===== config.mk =====
export PLATFORM = sky130hd
export DESIGN_NAME = regfile_wr_arbiter
export DESIGN_NICKNAME = d
export VERILOG_FILES = /design/src/rtl/rv_pkg.sv /design/src/rtl/wr_fifo.sv /design/src/rtl/regfile_wr_arbiter.sv
export SDC_FILE = /design/constraint.sdc
export NUM_CORES = 1
export LEC_CHECK = 0
export CAP_MARGIN = 10
export CORE_ASPECT_RATIO = 1.25
export CORE_MARGIN = 1
export CORE_UTILIZATION = 43
export DETAILED_ROUTE_END_ITERATION = 7
export PLACE_DENSITY = 0.77
export SKIP_CTS_REPAIR_TIMING = 1
export SLEW_MARGIN = 20
export SYNTH_ARGS = -nofsm -noshare
export SYNTH_HDL_FRONTEND = slang
export SYNTH_SLANG_ARGS = --single-unit

===== constraint.sdc =====
create_clock -name clk -period 1.99 [get_ports clk]
set_clock_uncertainty 0.05 [all_clocks]
set_input_delay 0.2985 -clock clk [delete_from_list [all_inputs] [get_ports clk]]
set_output_delay 0.2985 -clock clk [all_outputs]
set_load 0.05 [all_outputs]

===== src/rtl/rv_pkg.sv =====
// Shared widths and bundles for the register-file write path.
// Used by the write arbiter and its result FIFO.
package rv_pkg;
  localparam int XLEN = 32;
  localparam int RA_W = 5;

  typedef struct packed {
    logic [RA_W-1:0] rd;
    logic [XLEN-1:0] data;
  } wr_req_t;

  typedef enum logic {
    NORMAL,
    DRAIN
  } arb_state_e;
endpackage


===== src/rtl/wr_fifo.sv =====
// Multi-cycle result FIFO with per-entry valid bits,
// squash-by-rd and source-register match outputs.
module wr_fifo
  import rv_pkg::*;
#(
  parameter int  DEPTH = 2,
  localparam int AW    = $clog2(DEPTH),
  localparam int CW    = AW + 1
) (
  input  logic            clk,
  input  logic            rst_n,
  input  logic            push,
  input  wr_req_t         push_req,
  input  logic            pop,
  input  logic            sq_en,
  input  logic [RA_W-1:0] sq_rd,
  input  logic [RA_W-1:0] rs1,
  input  logic [RA_W-1:0] rs2,
  output wr_req_t         head,
  output logic            head_vld,
  output logic [CW-1:0]   count,
  output logic            rs1_hit,
  output logic            rs2_hit
);

  wr_req_t          mem [DEPTH];
  logic [DEPTH-1:0] vld;
  logic [AW-1:0]    wptr;
  logic [AW-1:0]    rptr;

  // Squash first, then pop/push; a same-cycle push stays valid.
  always_ff @(posedge clk or negedge rst_n) begin
    if (!rst_n) begin
      mem   <= '{default: '0};
      vld   <= '0;
      wptr  <= '0;
      rptr  <= '0;
      count <= '0;
    end else begin
      for (int i = 0; i < DEPTH; i++) begin
        if (sq_en && vld[i] && mem[i].rd == sq_rd)
          vld[i] <= 1'b0;
      end
      if (pop) begin
        vld[rptr] <= 1'b0;
        rptr      <= rptr + 1'b1;
      end
      if (push) begin
        mem[wptr] <= push_req;
        vld[wptr] <= 1'b1;
        wptr      <= wptr + 1'b1;
      end
      count <= count + CW'(push) - CW'(pop);
    end
  end

  assign head     = mem[rptr];
  assign head_vld = vld[rptr];

  always_comb begin
    rs1_hit = 1'b0;
    rs2_hit = 1'b0;
    for (int i = 0; i < DEPTH; i++) begin
      if (vld[i] && mem[i].rd == rs1) rs1_hit = 1'b1;
      if (vld[i] && mem[i].rd == rs2) rs2_hit = 1'b1;
    end
  end

endmodule


===== src/rtl/regfile_wr_arbiter.sv =====
// Shares the register-file write port between writeback
// and the multi-cycle unit, with scoreboard and starvation stall.
module regfile_wr_arbiter
  import rv_pkg::*;
#(
  parameter int  Q_DEPTH    = 2,
  parameter int  STARVE_MAX = 4,
  localparam int CW         = $clog2(Q_DEPTH) + 1
) (
  input  logic            clk,
  input  logic            rst_n,
  input  logic            wb_valid,
  input  logic [RA_W-1:0] wb_rd,
  input  logic [XLEN-1:0] wb_data,
  input  logic            mc_valid,
  output logic            mc_ready,
  input  logic [RA_W-1:0] mc_rd,
  input  logic [XLEN-1:0] mc_data,
  output logic            rf_we,
  output logic [RA_W-1:0] rf_waddr,
  output logic [XLEN-1:0] rf_wdata,
  output logic            wb_stall,
  input  logic [RA_W-1:0] rs1,
  input  logic [RA_W-1:0] rs2,
  output logic            rs1_pend,
  output logic            rs2_pend,
  output logic [CW-1:0]   q_count
);

  localparam int SW = $clog2(STARVE_MAX) + 1;

  arb_state_e    state, state_n;
  logic [SW-1:0] starve, starve_n;
  wr_req_t       mc_req, head;
  logic          head_vld, rs1_hit, rs2_hit;
  logic          wb_wr, empty, pop, push, blocked;

  assign wb_wr    = wb_valid && (wb_rd != '0);
  assign empty    = (q_count == '0);
  assign pop      = !wb_wr && !empty;
  assign blocked  = wb_wr && !empty;
  assign mc_ready = (q_count != CW'(Q_DEPTH));
  assign push     = mc_valid && mc_ready && (mc_rd != '0);
  assign mc_req   = '{rd: mc_rd, data: mc_data};

  wr_fifo #(.DEPTH(Q_DEPTH)) u_fifo (
    .clk      (clk),
    .rst_n    (rst_n),
    .push     (push),
    .push_req (mc_req),
    .pop      (pop),
    .sq_en    (wb_wr),
    .sq_rd    (wb_rd),
    .rs1      (rs1),
    .rs2      (rs2),
    .head     (head),
    .head_vld (head_vld),
    .count    (q_count),
    .rs1_hit  (rs1_hit),
    .rs2_hit  (rs2_hit)
  );

  // A squashed head still pops, but never reaches the port.
  always_comb begin
    rf_we    = 1'b0;
    rf_waddr = '0;
    rf_wdata = '0;
    unique case (1'b1)
      wb_wr: begin
        rf_we    = rst_n;
        rf_waddr = wb_rd;
        rf_wdata = wb_data;
      end
      pop && head_vld: begin
        rf_we    = rst_n;
        rf_waddr = head.rd;
        rf_wdata = head.data;
      end
      default: ;
    endcase
  end

  assign rs1_pend = rs1_hit && (rs1 != '0);
  assign rs2_pend = rs2_hit && (rs2 != '0);

  always_ff @(posedge clk or negedge rst_n) begin
    if (!rst_n) begin
      state  <= NORMAL;
      starve <= '0;
    end else begin
      state  <= state_n;
      starve <= starve_n;
    end
  end

  always_comb begin
    state_n  = state;
    starve_n = starve;
    unique case (state)
      NORMAL: begin
        if (!blocked) begin
          starve_n = '0;
        end else if (starve == SW'(STARVE_MAX - 1)) begin
          state_n  = DRAIN;
          starve_n = '0;
        end else begin
          starve_n = starve + 1'b1;
        end
      end
      DRAIN: begin
        if (empty || (pop && q_count == CW'(1))) begin
          state_n  = NORMAL;
          starve_n = '0;
        end
      end
      default: state_n = NORMAL;
    endcase
  end

  assign wb_stall = (state == DRAIN);

`ifndef SYNTHESIS
  a_no_wb_in_stall: assert property (
    @(posedge clk) disable iff (!rst_n) !(wb_stall && wb_valid));
`endif

endmodule


==> impl_results.md, run 1 <==
* Combinational power share at 0.581
* Met2 WL at 6.739 mm
* Vias in the first global route at 3771
* Placed Area at 0.006898 sq mm
* Slew margin rel. at 0.6415
* Tightest Pin Transition at 0.5332 ns
* Buffers from clock root to sink, at most at 2
* Violations in the final reports: negative setup slack
* Pins Over Slew Limit at 0
* Final total power at 12020 uW
* HPWL after DPL at 8.396 mm
* Sum of routed wire length over all layers at 12.40 mm
* Endpoint kind of the worst setup timing path: primary output
* Length in cells of the worst reg-to-reg path at 8
* Met3 wirelength from detailed routing at 498 um
* Ratio of total power to cell area at 1599 mW/mm^2
* Crit path arrival time at 2.12 ns
* Max-cap check violation count at 0
* Wire length of the first global-routing pass at 18.42 mm
* I/O pin total at 132
* Combined global-route utilization of all metal layers at 0.2217
* Main flop type after synthesis: sky130_fd_sc_hd__dfrtp_1
* Largest fanout on the critical path at 8
* Number of warnings issued by yosys at 0
* Post-detailed-route wirelength per cell at 18.26 um
* Layout overhead on the synthesized area at 67.81%
* Starting Density at 0.4435
* Share of the clock period used by the worst path at 1.240
* CTS tree: yes
* Library cells used by synthesis at 33
* CTS Buf Count at 9
* Cell taking the most area after synthesis: sky130_fd_sc_hd__dfrtp_1
* Internal portion of total power at 7277 uW
* Synthesized netlist net count at 471
* Clock tree root driver cell: sky130_fd_sc_hd__clkbuf_16
* Number of detailed-route iterations in the first pass at 4
* Utilization of the core after routing at 0.7442
* Number of DRC violations after detailed routing at 0
* Layout cells sized above 1 at 0.4327
* Most numerous cell on the critical path: sky130_fd_sc_hd__or3_4
* Type of the tightest min-delay check: in2reg
* Synthesized area per cell at 11.79 sq um
* Gate Count Post-Synth at 380
* R2r endpoint: u_fifo.count[1]
* Worst Hold Slack at 0.3090 ns
* Worst min-delay path startpoint: mc_rd[0]
* Switch Pwr at 4747 uW
* Total Nets Final at 636
* Count leader, synth: sky130_fd_sc_hd__dfrtp_1
* Overall via count from detail_route at 3572
* Number of antenna violations at the first check in global routing at 0
* Final weighted congestion in routability-driven placement at 0.8656
* Die width at 93.32 um
* # setup viols final at 41
* Post-synthesis instance area at 0.004482 sq mm
* Crit path time final at 2.468 ns
* Number of port buffers at 131
* Area inside the core boundary at 0.01011 sq mm
* Leak at 0.003246 uW
* Clock input transition at the sequential cells of the worst setup and hold paths at 0.06 ns
* Termination of the worst setup path: rf_wdata[23]
* Launching element of the worst setup path: wb_rd[2]
* RSZ-0062 raised after global routing: yes
* Peak VDD IR at 0.7824 mV
* Average vias per placed instance at 5.261
* Finished Cell Area at 0.007521 sq mm
* Max Used Layer: met4
* Diodes inserted at 0
* Final Hold Fails at 0
* Source of the worst register-to-register timing path: u_fifo.count[0]
* Synth top area share at 0.4690
* Proportion of synthesized flip-flops having asynchronous set or reset at 1.000
* Top achievable clock speed at 405.2 MHz
* Proportion of synthesized chip area in sequential cells at 0.4690
* Post-route antenna net violation count at 0
* Floorplan die height at 116.1 um
* Clock group share of total power at 0.150
* Met1 wire length at 4.840 mm
* Critical path startpoint category: input pin
* Outcome: complete, but fails checks
* Ordered cell list for the critical path: buf_6 -> or3_4 -> o31a_4 -> or3_4 -> clkbuf_16 -> o21ai_4 -> buf_12
* Skew-Pair Late Insertion Delay at 0.34 ns
* Die ar. at 0.01084 sq mm
* Setup CP Type: in2out
* Worst reg-to-reg setup slack at 0.20 ns
* Number of standard-cell rows in the floorplan at 41
* Power share of the sequential group at 0.269
* Smallest setup slack after layout at -0.4781 ns
* CP max-delay cell: sky130_fd_sc_hd__or3_4
* Required time reported for the critical path endpoint at 1.64 ns
* Residual overflow from global routing at 0
* Fraction of power spent switching nets at 0.3948
* Top cells by area, synth: sky130_fd_sc_hd__dfrtp_1 47%, sky130_fd_sc_hd__mux2_2 19%, sky130_fd_sc_hd__mux2i_1 8.7%
* Number of flops mapped to enable cells by yosys at 0
* Most used standard cells in the synthesized netlist: 84 x sky130_fd_sc_hd__dfrtp_1, 74 x sky130_fd_sc_hd__mux2_2, 39 x sky130_fd_sc_hd__mux2i_1
* Maximum single-stage delay on the critical path at 0.50 ns
* Number of violations reported at the end of detailed-routing iteration 0 at 171
* Number of storage elements in the synthesis netlist at 84
* H-tree levels at 3
* Total number of clock tree sinks at 84
* Largest net degree at the start of global routing at 85
## layout by cell type (no fill, tap or decap), drive strengths merged, types with 3 or more instances in the layout
cell            n
nor2            5
mux2i          39
xnor2          13
buf            84
nand2          37
nand3           6
a21oi           6
nor4            5
dfrtp          84
mux2           74
xor2           21
dlymetal6s2s    8
clkdlybuf4s50  76
inv             4
o21ai          38
nor3            4
or3             3
clkbuf         19
ha              3
## registers in the layout (all words and copies together), names as in the netlist
| signal | cells |
|---|---|
| u_fifo.vld | 2 |
| u_fifo.count | 2 |
| starve | 3 |
| u_fifo.wptr | 1 |
| wb_stall | 1 |
| u_fifo.mem | 74 |
| u_fifo.rptr | 1 |
## power by group through the flow
stage,combinational [uW],sequential [uW],clock [uW]
final,6990,3240,1800
after global routing,7340,3340,1910
after CTS,6570,3230,1830
after detailed placement,6530,3250,0
after global placement,6420,3190,0
after floorplan,4230,3140,0
## cell type report
class / instances / area (sq um)
clock buffers: 12 / 256.5
repair buffers: 176 / 2257
fillers: 655 / 2585
multi-input cells: 270 / 2645
well taps: 129 / 161.4
flip-flops and latches: 84 / 2113
clock inverters: 4 / 72.57
inverters: 4 / 15.01
## worst max-delay path: cells and delay by family
| kind | cells | cell delay [ns] |
|---|---|---|
| compound gates | 2 | 0.46 |
| buf+inv | 3 | 0.48 |
| simple gates | 2 | 0.88 |
## metal layers
metal | vias to the layer above | GRT usage
li1 | 1678 | -
met1 | 1768 | 0.2574
met2 | 104 | 0.3951
met3 | 22 | 0.04883
met4 | 0 | 0.09333
met5 | - | 0
## cells by family (layout without fill, tap and decap cells)
family,after synthesis,in the layout,synth area share
and+or+nand+nor,67,67,0.06812
xor gates and xnor gates,34,34,0.06644
DFF,84,84,0.4690
AOI/OAI and AO/OA,53,53,0.08152
muxes,113,113,0.2730
buffers and inverters,26,196,0.03350
adders and majority gates,3,3,0.008376
## worst min path at each step
stage	to	slack [ns]	cells past startpoint
floorplan	starve[0]	-0.05	0
global route	u_fifo.mem[32]	0.32	3
global placement	u_fifo.mem[64]	0.33	2
CTS	u_fifo.mem[27]	-0.01	2
detailed placement	u_fifo.mem[27]	0.34	2
finish	u_fifo.mem[32]	0.31	3
## stage by stage
step / setup WS [ns] / setup TNS, ns / std cells
2_1_floorplan: -0.3606 / -12.82 / 380
3_3_place_gp: -0.7578 / -61.57 / 650
3_5_place_dp: -0.8345 / -65.43 / 650
4_1_cts: -0.8470 / -38.06 / 666
5_1_grt: -0.5132 / -18.36 / 679
6_report: -0.4781 / -16.88 / 679
Note: power is estimated with default switching activity, not from simulation.
==> run 2: changes to the inputs <==
--- a/config.mk
+++ b/config.mk
@@ -11,4 +11,5 @@
 export CORE_UTILIZATION = 43
 export DETAILED_ROUTE_END_ITERATION = 7
+export GPL_TIMING_DRIVEN = 1
 export PLACE_DENSITY = 0.77
 export SKIP_CTS_REPAIR_TIMING = 1
--- a/constraint.sdc
+++ b/constraint.sdc
@@ -3,3 +3,3 @@
 set_input_delay 0.2985 -clock clk [delete_from_list [all_inputs] [get_ports clk]]
 set_output_delay 0.2985 -clock clk [all_outputs]
-set_load 0.05 [all_outputs]
+set_load 0.01 [all_outputs]
==> run 2 against run 1 <==
Net effect:
- the flow still finishes with violations (negative setup slack)
- register-to-register slack worse by 0.03 ns
- core utilization down 6.8 points
- via count fell by 0.20%
- combinational power shrank 27%
- critical endpoint is now rf_wdata[19]
==> impl_results.md, run 2 (synthesized netlist as in run 1, its figures left out) <==
* Number of flip-flops in the largest register at 74
* Starting Density at 0.4435
* RSZ-0062 raised after global routing: yes
* Outcome: complete, but fails checks
* Diodes inserted at 0
* Total Nets Final at 639
* CP max-delay cell: sky130_fd_sc_hd__or3_4
* Die ar. at 0.01084 sq mm
* Tightest Pin Transition at 0.5840 ns
* Floorplan die height at 116.1 um
* Number of DRC violations after detailed routing at 0
* R2r endpoint: u_fifo.mem[30]
* Leak at 0.003068 uW
* Endpoint kind of the worst setup timing path: primary output
* Dpl cells at 659
* Largest fanout on the critical path at 7
* Length in cells of the worst reg-to-reg path at 6
* Clock tree root driver cell: sky130_fd_sc_hd__clkbuf_16
* Die width at 93.32 um
* Residual overflow from global routing at 0
* CTS Buf Count at 9
* Source of the worst register-to-register timing path: u_fifo.count[1]
* Crit path arrival time at 2.06 ns
* Number of detailed-route iterations in the first pass at 4
* Final weighted congestion in routability-driven placement at 0.8649
* Number of antenna violations at the first check in global routing at 0
* Skew-Pair Late Insertion Delay at 0.34 ns
* Layout cells sized above 1 at 0.4094
* I/O pin total at 132
* Number of violations reported at the end of detailed-routing iteration 0 at 111
* Clock input transition at the sequential cells of the worst setup and hold paths at 0.06 ns
* CTS tree: yes
* Post-route antenna net violation count at 0
* Wire length of the first global-routing pass at 17.33 mm
* Sum of routed wire length over all layers at 11.97 mm
* Layout overhead on the synthesized area at 52.54%
* HPWL after DPL at 8.141 mm
* Final Hold Fails at 0
* Placed Area at 0.006381 sq mm
* Violations in the final reports: negative setup slack
* Max-cap check violation count at 0
* Post-detailed-route wirelength per cell at 17.58 um
* Largest net degree at the start of global routing at 47
* Type of the tightest min-delay check: in2async
* Overall via count from detail_route at 3565
* Ratio of total power to cell area at 1469 mW/mm^2
* Crit path time final at 2.405 ns
* Largest reg by FF count: u_fifo.mem
* Vias in the first global route at 3560
* Final std cells w/o fill at 681
* Ordered cell list for the critical path: buf_6 -> or3_4 -> o31a_4 -> or3_4 -> clkbuf_16 -> o21ai_4 -> buf_2
* Average vias per placed instance at 5.235
* Maximum single-stage delay on the critical path at 0.49 ns
* Filler cell count at 745
* # setup viols final at 40
* Registers with the most flip-flops: u_fifo.mem x74, starve x3
* Number of standard-cell rows in the floorplan at 41
* Pins Over Slew Limit at 0
* Most used cells in the layout excluding fill and tap cells: 82 x sky130_fd_sc_hd__dfrtp_1, 80 x sky130_fd_sc_hd__clkdlybuf4s50_1, 74 x sky130_fd_sc_hd__mux2_2
* Finished Cell Area at 0.006837 sq mm
* Setup CP Type: in2out
* Top achievable clock speed at 415.8 MHz
* Critical path startpoint category: input pin
* Required time reported for the critical path endpoint at 1.64 ns
* Area inside the core boundary at 0.01011 sq mm
* Slew margin rel. at 0.6107
* Most numerous cell on the critical path: sky130_fd_sc_hd__or3_4
* Worst reg-to-reg setup slack at 0.17 ns
* Peak VDD IR at 0.8092 mV
* H-tree levels at 3
* Share of the clock period used by the worst path at 1.208
* Number of port buffers at 131
* Buffers from clock root to sink, at most at 2
* Leading cell type in the layout, fill and taps excluded: sky130_fd_sc_hd__dfrtp_1
* Smallest setup slack after layout at -0.4148 ns
* Combined global-route utilization of all metal layers at 0.2118
* Final total power at 10040 uW
* Total number of clock tree sinks at 84
[run 2: metrics by stage]
| step | setup TNS, ns | utilization | hold slack (ns) | worst slack, ns |
|---|---|---|---|---|
| 6_report | -13.86 | 0.6765 | 0.02147 | -0.4148 |
| 3_5_place_dp | -80.94 | 0.6314 | 0.3930 | -1.252 |
| 4_1_cts | -52.47 | 0.6627 | 0.03297 | -1.269 |
| 3_3_place_gp | -78.52 | 0.6314 | 0.3846 | -1.221 |
| 5_1_grt | -15.18 | 0.6765 | 0.07079 | -0.4427 |
| 2_1_floorplan | -4.437 | - | -0.04709 | -0.1360 |
[run 2: worst max-delay path by stage]
stage	start	endpoint	slack, ns	cells past startpoint
finish	wb_rd[1]	rf_wdata[19]	-0.41	7
CTS	wb_rd[3]	rf_we	-1.27	7
global placement	wb_rd[3]	rf_we	-1.22	7
floorplan	wb_rd[3]	rf_waddr[0]	-0.14	6
detailed placement	wb_rd[3]	rf_we	-1.25	7
global route	wb_rd[1]	rf_wdata[19]	-0.44	7
[run 2: layer usage]
| metal | GRT usage | vias to the layer above | wire (um) |
|---|---|---|---|
| met5 | 0 | - | 0 |
| met4 | 0.09641 | 0 | 208 |
| met3 | 0.03190 | 15 | 439 |
| met2 | 0.3853 | 90 | 6475 |
| met1 | 0.2459 | 1775 | 4849 |
| li1 | - | 1685 | - |
[run 2: final cells by class]
cell class	count	area [sq um]	share of cell area
multi-input cells	270	2506	0.3666
flip-flops and latches	84	2105	0.3078
clock buffers	11	242.7	0.03551
inverters	4	15.01	0.002196
repair buffers	179	1733	0.2535
well taps	129	161.4	0.02361
clock inverters	4	73.82	0.01080
[run 2: critical path: cells and delay by family]
kind                   cells  cell delay [ns]
AOI/OAI and AO/OA          2             0.43
buffers and inverters      3             0.45
and+or+nand+nor            2             0.87
[run 2: power by group]
| part | internal, uW | switching (uW) |
|---|---|---|
| logic | 2780 | 2340 |
| clock network | 1130 | 629 |
| registers | 2580 | 577 |
==> run 3: changes to the inputs <==
Settings changed: REMOVE_ABC_BUFFERS set to 1.
==> run 3 against run 2 <==
Net effect:
- the flow still finishes with violations (negative setup slack)
- die area unchanged
- hold slack better by 0.035 ns
- clock-buffer cell count down 1
- largest power group unchanged
- via count up 0.56%
==> impl_results.md, run 3 (synthesized netlist as in run 1, its figures left out) <==
* Internal portion of total power at 6310 uW
* Power share of the sequential group at 0.325
* Required time reported for the critical path endpoint at 1.64 ns
* Most used cells in the layout excluding fill and tap cells: 81 x sky130_fd_sc_hd__clkdlybuf4s50_1, 81 x sky130_fd_sc_hd__dfrtp_1, 74 x sky130_fd_sc_hd__mux2_2
* Leak at 0.003052 uW
* I/O pin total at 132
* Layout overhead on the synthesized area at 48.88%
* Average vias per placed instance at 5.234
* Clock tree root driver cell: sky130_fd_sc_hd__clkbuf_16
* Setup CP Type: in2out
* Number of detailed-route iterations in the first pass at 4
* Post-route antenna net violation count at 0
* Vias in the first global route at 3570
* Launching element of the worst setup path: wb_rd[3]
* Crit path time final at 2.415 ns
* R2r endpoint: u_fifo.count[1]
* Final weighted congestion in routability-driven placement at 0.9242
* Total Nets Final at 642
* Type of the tightest min-delay check: in2async
* CTS tree: yes
* Wire length of the first global-routing pass at 17.34 mm
* HPWL after DPL at 7.826 mm
* Critical path startpoint category: input pin
* Registers with the most flip-flops: u_fifo.mem x74, starve x3
* Crit path arrival time at 2.07 ns
* Layout cells sized above 1 at 0.4191
* Ratio of total power to cell area at 1467 mW/mm^2
* Clock input transition at the sequential cells of the worst setup and hold paths at 0.06 ns
* Smallest setup slack after layout at -0.4249 ns
* Die ar. at 0.01084 sq mm
* Diodes inserted at 0
* Overall via count from detail_route at 3585
* Tightest Pin Transition at 0.7650 ns
* Fraction of power spent switching nets at 0.3553
* Termination of the worst setup path: rf_wdata[29]
* Total Neg Setup Slack at -14.06 ns
* Number of standard-cell rows in the floorplan at 41
* Share of the clock period used by the worst path at 1.214
* Starting Density at 0.4435
* Total number of clock tree sinks at 84
* RSZ-0062 raised after global routing: yes
* Number of flip-flops in the largest register at 74
* Dpl cells at 656
* Combined global-route utilization of all metal layers at 0.2064
* Pins Over Slew Limit at 0
* H-tree levels at 3
* Number of antenna violations at the first check in global routing at 0
* Post-detailed-route wirelength per cell at 18.32 um
* Top achievable clock speed at 414.1 MHz
* Sum of routed wire length over all layers at 12.55 mm
* Slew margin rel. at 0.4900
* CTS Buf Count at 9
* Area inside the core boundary at 0.01011 sq mm
* Die width at 93.32 um
* Skew-Pair Late Insertion Delay at 0.33 ns
* Final Hold Fails at 0
* Largest fanout on the critical path at 5
* Clock group share of total power at 0.169
* Largest net degree at the start of global routing at 85
* # setup viols final at 42
* Peak VDD IR at 0.7677 mV
* Outcome: complete, but fails checks
* Number of violations reported at the end of detailed-routing iteration 0 at 150
* Endpoint kind of the worst setup timing path: primary output
* Max-cap check violation count at 0
* Violations in the final reports: negative setup slack
* Floorplan die height at 116.1 um
* Switch Pwr at 3477 uW
* Buffers from clock root to sink, at most at 2
* Length in cells of the worst reg-to-reg path at 8
* Number of DRC violations after detailed routing at 0
* Final std cells w/o fill at 685
* Worst reg-to-reg setup slack at 0.16 ns
* Source of the worst register-to-register timing path: u_fifo.count[0]
* Residual overflow from global routing at 0
* Combinational power share at 0.506
* Number of port buffers at 131
* Largest reg by FF count: u_fifo.mem
-- run 3: cell types whose count changed in the layout (fill, tap and decap cells not counted), sizes merged --
cell | before | now
dlymetal6s2s | 8 | 7
or3 | 3 | 4
bufinv | 2 | 1
clkbuf | 22 | 20
clkinv | 2 | 3
clkdlybuf4s50 | 80 | 81
clkinvlp | 0 | 2
buf | 80 | 83
-- run 3: layout make-up --
| class | instances | area [sq um] |
|---|---|---|
| fillers | 782 | 3433 |
| multi-input cells | 271 | 2360 |
| flip-flops and latches | 84 | 2106 |
| repair buffers | 181 | 1728 |
| clock buffers | 10 | 239.0 |
| well taps | 129 | 161.4 |
| clock inverters | 6 | 63.81 |
| inverters | 4 | 15.01 |
-- run 3: stage by stage --
step                worst slack, ns  hold slack (ns)  utilization  area, sq um  total power [uW]
floorplan                    -1.352         -0.04709            -         4347              5737
global placement             -1.247           0.4117       0.6120         6185              7520
detailed placement           -1.309           0.4338       0.6120         6185              7693
CTS                          -1.328           0.2444       0.6419         6487              9363
global route                -0.4605           0.1289       0.6603         6673             10360
finish                      -0.4249          0.05609       0.6603         6673              9787
-- run 3: worst min path at each step --
stage	from	end	slack [ns]	cells past startpoint
2_1_floorplan	rst_n	starve[0]	-0.05	0
3_3_place_gp	u_fifo.wptr	u_fifo.wptr	0.41	1
3_5_place_dp	u_fifo.wptr	u_fifo.wptr	0.43	1
4_1_cts	rst_n	starve[2]	0.24	2
5_1_grt	rst_n	u_fifo.count[1]	0.13	2
6_report	rst_n	u_fifo.count[1]	0.06	2
-- run 3: worst max-delay path, cell delays in order --
cell,delay (ns)
sky130_fd_sc_hd__dlymetal6s2s_1,0.14
sky130_fd_sc_hd__or3_4,0.35
sky130_fd_sc_hd__o31a_4,0.36
sky130_fd_sc_hd__or3_4,0.44
sky130_fd_sc_hd__clkbuf_16,0.20
sky130_fd_sc_hd__o21ai_2,0.13
sky130_fd_sc_hd__buf_2,0.15
-- run 3: metal layers --
metal / part of all wire / up-vias / global-route usage
met2: 0.54 / 105 / 0.3632
li1: - / 1690 / -
met3: 0.052 / 10 / 0.04167
met5: 0 / - / 0
met1: 0.40 / 1780 / 0.2521
met4: 0.011 / 0 / 0.07179
-- run 3: power groups by stage --
stage	clock network (uW)	registers (uW)	logic [uW]
CTS	1680	3170	4520
floorplan	0	3200	2530
global route	1750	3280	5330
global placement	0	3130	4390
detailed placement	0	3200	4500
finish	1650	3180	4960
